**src/rtl/fetch_pipe_ctrl_multi.sv**
```systemverilog
// -----------------------------------------------------------------------------
// fetch_pipe_ctrl_multi
//
// Fetch-pipe controller. Merges per-stage stall requests, sequences flushes
// coming from the main-pipe controller, and runs a handshaked invalidation of
// the fetch-side structures (bit0 = ITLB, bit1 = ICache, ...) before fetch is
// allowed to resume. Flush requests that arrive while a flush or invalidation
// is in progress are merged into a single-entry pending slot, so none is lost.
//
// Ports
//   i_clk              clock
//   i_rst_n            asynchronous reset, active low
//   i_stall_req        per-stage stall requests
//   i_flush_req        flush request pulse from the main pipe
//   i_flush_reason     reason code, valid with i_flush_req
//   i_flush_pc         redirect PC, valid with i_flush_req
//   i_inv_mask         targets to invalidate, valid with i_flush_req
//   i_inv_done         per-target invalidation complete (pulse or level)
//   o_stall            stall all fetch stages
//   o_flush            one-cycle flush pulse to the fetch stages
//   o_flush_target_pc  redirect PC of the current/last flush
//   o_flush_reason     reason of the current/last flush
//   o_invalidate       per-target invalidate request (level)
//   o_busy             controller is not idle
//   o_inv_timeout      sticky: an invalidation timed out
//   o_flush_count      number of flushes issued (wraps)
// -----------------------------------------------------------------------------
module fetch_pipe_ctrl_multi #(
   parameter int NUM_STALL_SRC = 4,
   parameter int NUM_INV       = 2,
   parameter int VADDR_WIDTH   = 32,
   parameter int REASON_WIDTH  = 3,
   parameter int INV_TIMEOUT   = 0
) (
   input  logic                    i_clk,
   input  logic                    i_rst_n,
   input  logic [NUM_STALL_SRC-1:0] i_stall_req,
   input  logic                    i_flush_req,
   input  logic [REASON_WIDTH-1:0] i_flush_reason,
   input  logic [VADDR_WIDTH-1:0]  i_flush_pc,
   input  logic [NUM_INV-1:0]      i_inv_mask,
   input  logic [NUM_INV-1:0]      i_inv_done,
   output logic                    o_stall,
   output logic                    o_flush,
   output logic [VADDR_WIDTH-1:0]  o_flush_target_pc,
   output logic [REASON_WIDTH-1:0] o_flush_reason,
   output logic [NUM_INV-1:0]      o_invalidate,
   output logic                    o_busy,
   output logic                    o_inv_timeout,
   output logic [15:0]             o_flush_count
);

   localparam int TMO_W = (INV_TIMEOUT > 1) ? $clog2(INV_TIMEOUT + 1) : 1;

   typedef enum logic [1:0] {
      ST_IDLE  = 2'd0,
      ST_FLUSH = 2'd1,
      ST_INV   = 2'd2
   } state_t;

   state_t                   r_state,       w_state_nxt;
   logic                     r_stall,       w_stall_nxt;
   logic                     r_flush,       w_flush_nxt;
   logic                     r_busy,        w_busy_nxt;
   logic                     r_tmo_flag,    w_tmo_flag_nxt;
   logic [VADDR_WIDTH-1:0]   r_pc,          w_pc_nxt;
   logic [REASON_WIDTH-1:0]  r_reason,      w_reason_nxt;
   logic [NUM_INV-1:0]       r_cur_mask,    w_cur_mask_nxt;
   logic [NUM_INV-1:0]       r_pend,        w_pend_nxt;
   logic [TMO_W-1:0]         r_tmo_cnt,     w_tmo_cnt_nxt;
   logic [15:0]              r_cnt,         w_cnt_nxt;
   logic                     r_slot_full,   w_slot_full_nxt;
   logic [VADDR_WIDTH-1:0]   r_slot_pc,     w_slot_pc_nxt;
   logic [REASON_WIDTH-1:0]  r_slot_reason, w_slot_reason_nxt;
   logic [NUM_INV-1:0]       r_slot_mask,   w_slot_mask_nxt;

   logic w_take_slot;
   logic w_start_new;
   logic w_tmo_hit;

   // Timeout fires on the last allowed INVALIDATE cycle; disabled when INV_TIMEOUT is 0.
   assign w_tmo_hit = (INV_TIMEOUT != 0) && (r_tmo_cnt == TMO_W'(INV_TIMEOUT - 1));

   // Next-state, pending-slot and registered-output computation.
   always_comb begin
      w_state_nxt       = r_state;
      w_tmo_flag_nxt    = r_tmo_flag;
      w_pc_nxt          = r_pc;
      w_reason_nxt      = r_reason;
      w_cur_mask_nxt    = r_cur_mask;
      w_pend_nxt        = r_pend;
      w_tmo_cnt_nxt     = r_tmo_cnt;
      w_cnt_nxt         = r_cnt;
      w_slot_full_nxt   = r_slot_full;
      w_slot_pc_nxt     = r_slot_pc;
      w_slot_reason_nxt = r_slot_reason;
      w_slot_mask_nxt   = r_slot_mask;
      w_take_slot       = 1'b0;
      w_start_new       = 1'b0;

      case (r_state)
         ST_IDLE: begin
            // A queued flush (captured on the way back to IDLE) is older than
            // any new request, so it launches first with the new one merged in.
            if (r_slot_full) begin
               w_take_slot = 1'b1;
            end else if (i_flush_req) begin
               w_start_new = 1'b1;
            end else begin
               w_state_nxt = ST_IDLE;
            end
         end
         ST_FLUSH: begin
            if (r_cur_mask != '0) begin
               w_state_nxt   = ST_INV;
               w_pend_nxt    = r_cur_mask;
               w_tmo_cnt_nxt = '0;
            end else if (r_slot_full) begin
               w_take_slot = 1'b1;
            end else begin
               w_state_nxt = ST_IDLE;
            end
         end
         ST_INV: begin
            // Exit is decided on the registered pending mask, so the last
            // invalidate bit is seen low for one cycle with stall still high.
            if (r_pend == '0) begin
               if (r_slot_full) begin
                  w_take_slot = 1'b1;
               end else begin
                  w_state_nxt = ST_IDLE;
               end
            end else if (w_tmo_hit) begin
               w_tmo_flag_nxt = 1'b1;
               w_pend_nxt     = '0;
               if (r_slot_full) begin
                  w_take_slot = 1'b1;
               end else begin
                  w_state_nxt = ST_IDLE;
               end
            end else begin
               // Done on a bit that is not pending is simply masked away.
               w_pend_nxt    = r_pend & ~i_inv_done;
               w_tmo_cnt_nxt = r_tmo_cnt + TMO_W'(1);
            end
         end
         default: begin
            w_state_nxt = ST_IDLE;
            w_pend_nxt  = '0;
         end
      endcase

      if (w_take_slot) begin
         w_state_nxt     = ST_FLUSH;
         w_slot_full_nxt = 1'b0;
         w_slot_mask_nxt = '0;
         if ((r_state == ST_IDLE) && i_flush_req) begin
            w_pc_nxt       = i_flush_pc;
            w_reason_nxt   = i_flush_reason;
            w_cur_mask_nxt = r_slot_mask | i_inv_mask;
         end else begin
            w_pc_nxt       = r_slot_pc;
            w_reason_nxt   = r_slot_reason;
            w_cur_mask_nxt = r_slot_mask;
         end
      end else if (w_start_new) begin
         w_state_nxt    = ST_FLUSH;
         w_pc_nxt       = i_flush_pc;
         w_reason_nxt   = i_flush_reason;
         w_cur_mask_nxt = i_inv_mask;
      end else begin
         w_cur_mask_nxt = w_cur_mask_nxt;
      end

      // Requests seen while not idle go to the slot after any consumption
      // above: newest PC/reason win, masks accumulate.
      if (i_flush_req && (r_state != ST_IDLE)) begin
         w_slot_full_nxt   = 1'b1;
         w_slot_pc_nxt     = i_flush_pc;
         w_slot_reason_nxt = i_flush_reason;
         w_slot_mask_nxt   = w_slot_mask_nxt | i_inv_mask;
      end else begin
         w_slot_full_nxt = w_slot_full_nxt;
      end

      if (w_state_nxt == ST_FLUSH) begin
         w_cnt_nxt = r_cnt + 16'd1;
      end else begin
         w_cnt_nxt = r_cnt;
      end

      w_flush_nxt = (w_state_nxt == ST_FLUSH);
      w_busy_nxt  = (w_state_nxt != ST_IDLE);
      w_stall_nxt = w_busy_nxt | (|i_stall_req);
   end

   // State and output registers; reset clears everything including the slot.
   always_ff @(posedge i_clk or negedge i_rst_n) begin
      if (!i_rst_n) begin
         r_state       <= ST_IDLE;
         r_stall       <= 1'b0;
         r_flush       <= 1'b0;
         r_busy        <= 1'b0;
         r_tmo_flag    <= 1'b0;
         r_pc          <= '0;
         r_reason      <= '0;
         r_cur_mask    <= '0;
         r_pend        <= '0;
         r_tmo_cnt     <= '0;
         r_cnt         <= 16'd0;
         r_slot_full   <= 1'b0;
         r_slot_pc     <= '0;
         r_slot_reason <= '0;
         r_slot_mask   <= '0;
      end else begin
         r_state       <= w_state_nxt;
         r_stall       <= w_stall_nxt;
         r_flush       <= w_flush_nxt;
         r_busy        <= w_busy_nxt;
         r_tmo_flag    <= w_tmo_flag_nxt;
         r_pc          <= w_pc_nxt;
         r_reason      <= w_reason_nxt;
         r_cur_mask    <= w_cur_mask_nxt;
         r_pend        <= w_pend_nxt;
         r_tmo_cnt     <= w_tmo_cnt_nxt;
         r_cnt         <= w_cnt_nxt;
         r_slot_full   <= w_slot_full_nxt;
         r_slot_pc     <= w_slot_pc_nxt;
         r_slot_reason <= w_slot_reason_nxt;
         r_slot_mask   <= w_slot_mask_nxt;
      end
   end

   assign o_stall           = r_stall;
   assign o_flush           = r_flush;
   assign o_flush_target_pc = r_pc;
   assign o_flush_reason    = r_reason;
   assign o_invalidate      = r_pend;
   assign o_busy            = r_busy;
   assign o_inv_timeout     = r_tmo_flag;
   assign o_flush_count     = r_cnt;

endmodule

```
**config.mk**
```make
export PLATFORM = sky130hd
export DESIGN_NAME = fetch_pipe_ctrl_multi
export DESIGN_NICKNAME = d
export VERILOG_FILES = /design/src/rtl/fetch_pipe_ctrl_multi.sv
export SDC_FILE = /design/constraint.sdc
export NUM_CORES = 1
export LEC_CHECK = 0
export ABC_AREA = 1
export BUFFER_PORTS_ARGS = -buffer_cell sky130_fd_sc_hd__buf_2
export CORE_UTILIZATION = 54
export DETAILED_ROUTE_END_ITERATION = 16
export GPL_ROUTABILITY_DRIVEN = 0
export PLACE_DENSITY = 0.8
export RECOVER_POWER = 25
export SYNTH_ARGS = -nofsm -noshare
export SYNTH_HDL_FRONTEND = slang
export SYNTH_SLANG_ARGS = --single-unit
```
**constraint.sdc**
```tcl
create_clock -name i_clk -period 2.2 [get_ports i_clk]
set_input_delay 0.22 -clock i_clk [delete_from_list [all_inputs] [get_ports i_clk]]
set_output_delay 0.22 -clock i_clk [all_outputs]
set_load 0.005 [all_outputs]
```
==> results by group <==
CTS
  – Clock tree buffer depth: 2
  – Clock slew at reported path FFs: 0.09 ns
  – Skew-Pair Late Insertion Delay: 0.36 ns
  – CTS Buf Count: 9
  – H-tree Lvls: 3
  – Root Driver: clkbuf_8
  – CTS tree: built
  – Post-CTS Setup Inserts: 0
  – Clk sinks: 98

Critical path
  – Worst Path Class, Setup: reg -> reg
  – Critical Path RT: 2.49 ns
  – CP Max Fanout: 19
  – CP Capture Type: flop
  – Startpoint types: flop
  – Crit path DAT: 2.25 ns

Outcome
  – Status: finished clean

Power
  – Peak supply drop: 0.7195 mV
  – Power Dens Cells: 1522 nW/um2
  – Pleak: 2.590 nW

Synth
  – Dominant cells by area after synthesis: dfrtp_1, nand2_1, mux2_2
  – Synth area leader: dfrtp_1
  – Asr flop ratio synth: 1.000
  – Post-synth cell types: 28
  – Yosys reg bits: 98
  – Avg Inst Size Synth: 9.510 um2
  – Synth Warn #: 0
  – Top-count cell post-synth: nand2_1
  – Post-synth EDFFs: 0
  – Sequential fraction of the synthesis area: 0.5452
  – Synthesized area: 4498 um2
  – Post-synth top cells: nand2_1, dfrtp_1, o21ai_0, nor2_1, mux2_2
  – Syn_nets: 524
  – Top_reg_cell synth: dfrtp_1
  – Mapped Cells: 473
  – Synth top area share: 0.5452

Detailed routing
  – WL per Instance: 14.39 um
  – DRT iter0 DRCs: 122
  – Drt via density: 5.345
  – Drt first pass iters: 4
  – DRC violations left: 0
  – Post-DRT Antenna Nets: 0
  – Vias: 3645
  – Total Wirelength: 9816 um

STA
  – Slew Viols, Final: 0
  – Peak Freq: 511.9 MHz
  – RSZ-0062 raised after global routing: false
  – Final min period: 1.953 ns
  – Count of final setup violators: 0
  – Tcrit/Tclk final: 0.8879
  – Slew @ Worst Pin: 1.059 ns
  – Worst rel slew slack: 0.2943
  – Setup TNS: 0 ns
  – Setup Skew: 0.01534 ns
  – Hold Vio Cnt, Final: 0

Placement
  – Hpwl dp: 6683 um
  – I/O Buffers: 101
  – Placed inst area: 5099 um2

Final layout
  – Sequential cell area: 2452 um2
  – Nets: 626
  – Share of cells above drive strength 1: 0.2948
  – # diodes: 0
  – # fillers: 654
  – Footprint of the multi-input gates: 1843 um2
  – Area grow syn2layout: 18.28%
  – Final Cell Area: 5320 um2

Global routing
  – Grt total ovfl: 0
  – Largest net degree at the start of global routing: 42
  – Initial antenna violation count: 0
  – Vias in the first global route: 3493
  – First-pass GRT wire length: 15970 um
  – Total GRT Usage: 0.2358

Hold path
  – Hold Crit Class: in -> reg

Floorplan
  – Die area: 8698 um2
  – Die Y: 93.27 um
  – Core area: 7888 um2
  – Initial Utilization: 0.5703
  – Rows: 32
  – Die W: 93.27 um
  – Ports: 103

Job
  – Maxcap violations: 0
## power breakdown
part | internal, mW | switching, mW
sequential | 2.65 | 0.467
combinational | 1.49 | 2.20
clock | 0.654 | 0.636
## critical path, stage by stage (launching register included)
cell	delay, ns
dfrtp_1	0.39
inv_1	0.08
ha_1	0.22
inv_1	0.15
nand3_4	0.13
a21oi_4	0.21
nand2_2	0.28
nand2_4	0.28
nand2_1	0.07
nand2_1	0.07
## registers in the layout (all words and copies together) (netlist names)
| register | count |
|---|---|
| r_slot_full | 1 |
| o_flush_count | 16 |
| o_flush | 1 |
| r_state | 2 |
| r_slot_mask | 2 |
| o_busy | 1 |
| o_flush_target_pc | 32 |
| o_stall | 1 |
| o_flush_reason | 3 |
| r_cur_mask | 2 |
| r_slot_reason | 3 |
| o_invalidate | 2 |
| r_slot_pc | 32 |
## cell families (layout without fill, tap and decap cells)
| kind of cell | after synthesis | after routing | share of synthesized area |
|---|---|---|---|
| simple gates | 198 | 198 | 0.1844 |
| compound gates | 84 | 84 | 0.09791 |
| flops | 98 | 98 | 0.5452 |
| mux | 35 | 35 | 0.08762 |
| fa+ha+maj | 5 | 5 | 0.01391 |
| xor+xnor | 12 | 12 | 0.02337 |
| other cells | 1 | 1 | 0.0008337 |
| buf+inv | 40 | 147 | 0.04673 |
## stage by stage
stage	power (mW)	hold WS, ns	util	worst slack (ns)	std cells
2_1_floorplan	5.751	-0.07559	-	0.5380	473
3_3_place_gp	6.635	0.2424	0.6464	0.2819	665
3_5_place_dp	6.840	0.2437	0.6464	0.1850	665
4_1_cts	8.141	0.05946	0.6758	0.1689	682
5_1_grt	8.748	0.07696	0.6745	0.03322	682
6_report	8.096	0.08211	0.6745	0.2467	682
## worst paths after layout
| check | to | slack, ns | startpoint | cells past startpoint |
|---|---|---|---|---|
| max | o_flush_count[2] | 0.25 | r_state[0] | 9 |
| min | o_stall | 0.08 | i_stall_req[2] | 3 |
| max reg2reg | o_flush_count[2] | 0.25 | r_state[0] | 9 |
| min reg2reg | o_flush_target_pc[19] | 0.49 | o_flush_target_pc[19] | 2 |
| max in group asynchronous | o_flush_count[4] | 0.43 | i_rst_n | 3 |
| min in group asynchronous | o_flush_target_pc[14] | 0.57 | i_rst_n | 2 |
## cell usage in the layout, fill, tap and decap left out
master         synthesis  layout
nor2_1                50      50
dlygate4sd3_1          0       1
nor3_1                 5       5
o21ai_1               29      29
mux2_2                35      35
nand3_4                1       2
clkinvlp_4             0       1
a21oi_4                1       1
nand2_2                4       4
inv_1                 17      17
nor4_1                 1       1
nand4_1                2       2
clkbuf_8               0       9
buf_4                  2       9
clkbuf_2               0       1
nand2_1              106     106
clkbuf_1               3       3
inv_2                  1       1
xnor2_1                3       3
bufinv_16              0       2
conb_1                 1       1
ha_1                   5       5
clkbuf_4               0       1
o21ai_0               51      51
dfrtp_1               98      98
nand3_1               26      26
buf_12                 0       1
inv_6                  0       3
o211ai_1               2       2
o21ai_2                1       1
xor2_1                 9       9
buf_2                 12      98
nand2_4                1       1
nor2_2                 1       1
## cell type report
cell class,instances,share of cell area
Multi-Input combinational cell,335,0.3464
Clock inverter,6,0.01764
Inverter,18,0.01270
Sequential cell,98,0.4610
Tap cell,102,0.02399
Clock buffer,10,0.02399
Timing Repair Buffer,113,0.1143
## layer usage
| layer | vias to the layer above | share of wire | global-route usage | routed length, um |
|---|---|---|---|---|
| li1 | 1769 | - | - | - |
| met1 | 1739 | 0.42 | 0.2934 | 4114 |
| met4 | 0 | 0.018 | 0.1090 | 178 |
| met2 | 119 | 0.51 | 0.4020 | 5035 |
| met5 | - | 0 | 0 | 0 |
| met3 | 18 | 0.050 | 0.03902 | 487 |
## what timing repair did
action / CTS / global route
setup endpoints to repair: 0 / 16
hold buffers: 1 / 0
gates resized for setup: 0 / 1
hold endpoints to repair: 39 / 0
Power figures use the tool's default switching activity.
